**src/rtl/ysyx_23060203_mdu.sv**
```systemverilog
// Multi-cycle RV32M multiply/divide unit: shift-add multiply and restoring divide on an
// unsigned core with sign fix-up; valid/ready on both request and result sides.
module ysyx_23060203_mdu #(
    parameter int unsigned XLEN  = 32,
    parameter int unsigned TAG_W = 5
) (
    input  logic             clock,
    input  logic             reset_n,
    input  logic             flush,
    input  logic             in_valid,
    output logic             in_ready,
    input  logic [XLEN-1:0]  in_a,
    input  logic [XLEN-1:0]  in_b,
    input  logic [2:0]       in_funct,
    input  logic [TAG_W-1:0] in_tag,
    output logic             out_valid,
    input  logic             out_ready,
    output logic [XLEN-1:0]  out_data,
    output logic [TAG_W-1:0] out_tag
);

    localparam logic [1:0] IDLE = 2'd0;
    localparam logic [1:0] CALC = 2'd1;
    localparam logic [1:0] FIX  = 2'd2;
    localparam logic [1:0] DONE = 2'd3;

    localparam logic [5:0]      LAST_ITER = 6'(XLEN - 1);
    localparam logic [XLEN-1:0] INT_MIN   = {1'b1, {(XLEN-1){1'b0}}};

    logic [1:0]        r_state;
    logic [5:0]        r_cnt;
    logic [2:0]        r_funct;
    logic [TAG_W-1:0]  r_tag;
    logic [2*XLEN-1:0] r_opa;   // multiplicand (shifted left) or dividend (MSB consumed first)
    logic [XLEN-1:0]   r_opb;   // multiplier (shifted right) or divisor
    logic [2*XLEN-1:0] r_acc;   // product, or quotient in the low half
    logic [XLEN-1:0]   r_rem;
    logic              r_neg;
    logic              r_out_valid;
    logic [XLEN-1:0]   r_out_data;
    logic [TAG_W-1:0]  r_out_tag;

    logic              w_sa_en, w_sb_en, w_sa, w_sb, w_neg;
    logic [XLEN-1:0]   w_abs_a, w_abs_b;
    logic              w_b_zero, w_ovf, w_special;
    logic [XLEN-1:0]   w_special_res;
    logic [XLEN:0]     w_div_shift, w_div_trial;
    logic [2*XLEN-1:0] w_mul_sum, w_prod;
    logic [XLEN-1:0]   w_quo, w_remv, w_fix_res;

    always_comb begin
        // MULHU, DIVU and REMU treat both operands as unsigned; MULHSU only rs2
        w_sa_en  = (in_funct != 3'b011) && (in_funct != 3'b101) && (in_funct != 3'b111);
        w_sb_en  = w_sa_en && (in_funct != 3'b010);
        w_sa     = in_a[XLEN-1] & w_sa_en;
        w_sb     = in_b[XLEN-1] & w_sb_en;
        w_abs_a  = w_sa ? (~in_a + 1'b1) : in_a;
        w_abs_b  = w_sb ? (~in_b + 1'b1) : in_b;
        w_neg    = (in_funct[2] && in_funct[1]) ? w_sa : (w_sa ^ w_sb);

        w_b_zero  = (in_b == '0);
        w_ovf     = in_funct[2] && !in_funct[0] && (in_a == INT_MIN) && (&in_b);
        w_special = in_funct[2] && (w_b_zero || w_ovf);
        if (w_b_zero) begin
            w_special_res = in_funct[1] ? in_a : '1;
        end else begin
            w_special_res = in_funct[1] ? '0 : INT_MIN;
        end

        w_div_shift = {r_rem, r_opa[XLEN-1]};
        w_div_trial = w_div_shift - {1'b0, r_opb};
        w_mul_sum   = r_acc + (r_opb[0] ? r_opa : '0);

        w_prod = r_neg ? (~r_acc + 1'b1) : r_acc;
        w_quo  = r_neg ? (~r_acc[XLEN-1:0] + 1'b1) : r_acc[XLEN-1:0];
        w_remv = r_neg ? (~r_rem + 1'b1) : r_rem;
        case (r_funct)
            3'b000:                 w_fix_res = w_prod[XLEN-1:0];
            3'b001, 3'b010, 3'b011: w_fix_res = w_prod[2*XLEN-1:XLEN];
            3'b100, 3'b101:         w_fix_res = w_quo;
            default:                w_fix_res = w_remv;
        endcase
    end

    always_ff @(posedge clock) begin
        if (!reset_n) begin
            r_state     <= IDLE;
            r_cnt       <= '0;
            r_funct     <= '0;
            r_tag       <= '0;
            r_opa       <= '0;
            r_opb       <= '0;
            r_acc       <= '0;
            r_rem       <= '0;
            r_neg       <= 1'b0;
            r_out_valid <= 1'b0;
            r_out_data  <= '0;
            r_out_tag   <= '0;
        end else if (flush) begin
            r_state     <= IDLE;
            r_out_valid <= 1'b0;
        end else begin
            case (r_state)
                IDLE: begin
                    if (in_valid) begin
                        r_funct <= in_funct;
                        r_tag   <= in_tag;
                        r_opa   <= {{XLEN{1'b0}}, w_abs_a};
                        r_opb   <= w_abs_b;
                        r_neg   <= w_neg;
                        r_acc   <= '0;
                        r_rem   <= '0;
                        r_cnt   <= '0;
                        if (w_special) begin
                            r_out_data  <= w_special_res;
                            r_out_tag   <= in_tag;
                            r_out_valid <= 1'b1;
                            r_state     <= DONE;
                        end else begin
                            r_state <= CALC;
                        end
                    end
                end
                CALC: begin
                    r_cnt <= r_cnt + 6'd1;
                    r_opa <= r_opa << 1;
                    if (r_funct[2]) begin
                        r_rem <= w_div_trial[XLEN] ? w_div_shift[XLEN-1:0]
                                                   : w_div_trial[XLEN-1:0];
                        r_acc <= {r_acc[2*XLEN-2:0], ~w_div_trial[XLEN]};
                    end else begin
                        r_acc <= w_mul_sum;
                        r_opb <= r_opb >> 1;
                    end
                    if (r_cnt == LAST_ITER) begin
                        r_state <= FIX;
                    end
                end
                FIX: begin
                    r_out_data  <= w_fix_res;
                    r_out_tag   <= r_tag;
                    r_out_valid <= 1'b1;
                    r_state     <= DONE;
                end
                DONE: begin
                    if (out_ready) begin
                        r_out_valid <= 1'b0;
                        r_state     <= IDLE;
                    end
                end
                default: r_state <= IDLE;
            endcase
        end
    end

    assign in_ready  = (r_state == IDLE);
    assign out_valid = r_out_valid;
    assign out_data  = r_out_data;
    assign out_tag   = r_out_tag;

endmodule

```
**config.mk**
```make
export PLATFORM = sky130hd
export DESIGN_NAME = ysyx_23060203_mdu
export DESIGN_NICKNAME = d
export VERILOG_FILES = /design/src/rtl/ysyx_23060203_mdu.sv
export SDC_FILE = /design/constraint.sdc
export NUM_CORES = 1
export LEC_CHECK = 0
export ABC_AREA = 1
export CORE_MARGIN = 2
export CORE_UTILIZATION = 25
export CTS_CLUSTER_DIAMETER = 40
export DETAILED_ROUTE_END_ITERATION = 8
export SKIP_CTS_REPAIR_TIMING = 1
export SLEW_MARGIN = 30
export SYNTH_ARGS = -nofsm -noshare
export SYNTH_HDL_FRONTEND = slang
export SYNTH_SLANG_ARGS = --single-unit
```
**constraint.sdc**
```tcl
create_clock -name clock -period 3.1 [get_ports clock]
set_input_delay 0.465 -clock clock [delete_from_list [all_inputs] [get_ports clock]]
set_output_delay 0.465 -clock clock [all_outputs]
set_load 0.05 [all_outputs]
```
==> run_results.csv <==
group,metric,value,unit
clock_network,cts-root-buf,"clkbuf_16",
clock_network,clk_latency,590,ps
global_routing,gr-total-overflow,0,
logic_synthesis,postSynth.asyncResetShare,0,
clock_network,clk_pin_slew,60,ps
routing,vias,29600,
floorplan,die_x,313,µm
routing,vias_per_cell,5.11,
timing,min_period,2980,ps
logic_synthesis,netlist_area,23900,µm²
logic_synthesis,synthTopCellsByArea,"dfxtp_1, nand2_1, a21oi_1, nor2_1, inv_1",
logic_synthesis,synth_common_cells,"nand2_1, nor2_1, inv_1",
placed_design,place_area,27700,µm²
worst_setup_path,cp-start-kind,"flip-flop",
timing,fin_crit_sh,0.960,
timing,drv_slew,0,
routing,drtIter0Drc,3035,
layout,final_util,0.307,
logic_synthesis,synth_cells,4287,
timing,rsz0062_at_grt,"no",
timing,hold_ws,241,ps
layout,fill_cells,10800,
clock_network,cts.sinks,247,
layout,fin_nets,4672,
clock_network,cts_max_path_buffers,3,
logic_synthesis,ys.flop_type,"dfxtp_1",
floorplan,io_pins,116,
logic_synthesis,post_synth.cell_area_avg,5.59,µm²
placed_design,gp_congestion,1.02,
timing,fin_skew,20.7,ps
worst_setup_path,critPathKind,"reg2reg",
clock_network,cts_tree,"done",
logic_synthesis,yosys.cell_types.count,51,
hold_path,hold_class,"in2reg",
logic_synthesis,ys_ff_latch,247,
worst_setup_path,worstPathMaxFanout,32,
worst_setup_path,cp_data_arrival_time,3500,ps
global_routing,grt.met3_usage,0.0296,
placed_design,dp_hpwl,90.4,mm
global_routing,grtUsageTotal,0.221,
pwr,leakage,13.4,nW
floorplan,die-area,98300,µm²
logic_synthesis,synth.most_common_cell,"nand2_1",
worst_setup_path,r2r.worst_path.cells,13,
global_routing,use_met2,0.352,
global_routing,gr-usage-met1,0.295,
timing,max-slew-margin-rel,0.369,
logic_synthesis,syn-num-nets,4472,
layout,final_area,29200,µm²
layout,n_antenna_cell,0,
worst_setup_path,crit_required,3620,ps
job,max-cap-violations,0,
floorplan,rows,113,
layout,syn_to_final_growth,22.0,%
routing,wl_per_cell,19.4,µm
worst_setup_path,cp-end-kind,"flip-flop",
routing,drtPass1Iterations,6,
clock_network,htree_levels,2,
routing,drc_errors,0,
global_routing,grt_pass1_vias,27600,
timing,tightest_slew,945,ps
global_routing,grt_start_max_net_pins,127,
global_routing,grt_first_pass_wirelength,168,mm
layout,drive_gt1_frac,0.0785,
timing,max_freq,336,MHz
logic_synthesis,synth_edf_count,0,
global_routing,busiest_layer,"met2",
logic_synthesis,yosysWarnings,0,
outcome,status,"complete, no violations",
floorplan,die_h,313,µm
floorplan,core,95000,µm²
logic_synthesis,yosys.area.top_type,"dfxtp_1",
global_routing,antenna_found_initial,0,
placed_design,io_buffers,115,
routing,ant_nets,0,
pwr,ir_drop,0.329,mV
timing,setup_viol,0,
hold_path,holdPathStages,3,
logic_synthesis,seq_area_frac_synth,0.207,
layout,register_area,4950,µm²
logic_synthesis,netlist.area_leader.share,0.207,
timing,hold_viol_final,0,
clock_network,cts_buffers,42,
layout,multi_input_comb_area,16500,µm²
timing,setup_tns,0,ps
floorplan,start_util,0.252,
pwr,power_density,406,nW/µm²
routing,finalWirelength,112,mm
==> power breakdown <==
part	leakage, nW	switching, W	internal [W]
logic	10.7	0.00227	0.00109
clock network	0.699	0.00191	0.00299
registers	2.01	0.000239	0.00334
==> worst max-delay path, stage by stage (launching register included) <==
cell	delay, ps
dfxtp_4	390
buf_12	180
ha_1	220
ha_1	360
nand2_1	120
o21ai_0	380
buf_4	190
a21oi_1	60
o21ai_0	360
a21oi_1	120
buf_4	160
nand3b_1	70
nand3_1	130
a21oi_1	150
==> flip-flops by register name, summed over array words and instances, names as in the netlist <==
| signal | cells |
|---|---|
| out_data | 32 |
| out_tag | 5 |
| out_valid | 1 |
| r_acc | 64 |
| r_cnt | 6 |
| r_funct | 3 |
| r_neg | 1 |
| r_opa | 64 |
| r_opb | 32 |
| r_rem | 32 |
| r_state | 2 |
| r_tag | 5 |
==> per-stage QoR <==
step	power, W	setup WS, ps	std cells
final	0.0118	125	5786
after global routing	0.0124	0.271	5786
after CTS	0.0118	80.2	5786
after detailed placement	0.00691	46.9	5708
after global placement	0.00691	101	5708
after floorplan	0.00560	176	4287
==> area by class of cell <==
type	count	share of cell area
timing repair buffer	311	0.0944
clock buffer	50	0.0384
multi-input combinational	3362	0.565
tap	1265	0.0542
inverter	523	0.0673
sequential	247	0.169
clock inverter	28	0.0118
==> layer usage <==
metal / wire length [µm] / vias to the layer above
li1: - / 14500
met5: 0 / -
met4: 5870 / 0
met3: 7960 / 216
met2: 50000 / 1183
met1: 48500 / 13700
==> final timing paths <==
path / startpoint / slack [ps] / to
hold / removal: reset_n / 240 / r_acc[58]
setup / recovery: r_opb[0] / 120 / r_acc[57]
hold reg to reg: r_opb[25] / 460 / r_opb[25]
setup reg to reg: r_opb[0] / 120 / r_acc[57]
==> cells by family (layout without fill, tap and decap cells) <==
logic type	count (synthesis)	in the layout	share of synthesized area
mux	5	5	0.00209
flops	247	247	0.207
compound gates	944	944	0.209
xor+xnor	75	75	0.0274
simple gates	2230	2230	0.388
fa+ha+maj	108	108	0.0571
buf+inv	678	912	0.109
==> cells in the final DEF (no fill, tap or decap), drive strengths merged, types with 18 or more instances in the layout <==
cell and count:
o211ai 24, ha 106, or2 22, o21bai 18, nand2 1189, inv 529
nand3 312, nor2 538, buf 197, o21ai 340, clkbuf 50, dfxtp 247
nand3b 27, nor3 46, a21oi 495, xor2 47, xnor2 28, clkdlybuf4s50 114
nand4 76
Note: power is estimated with default switching activity, not from simulation.
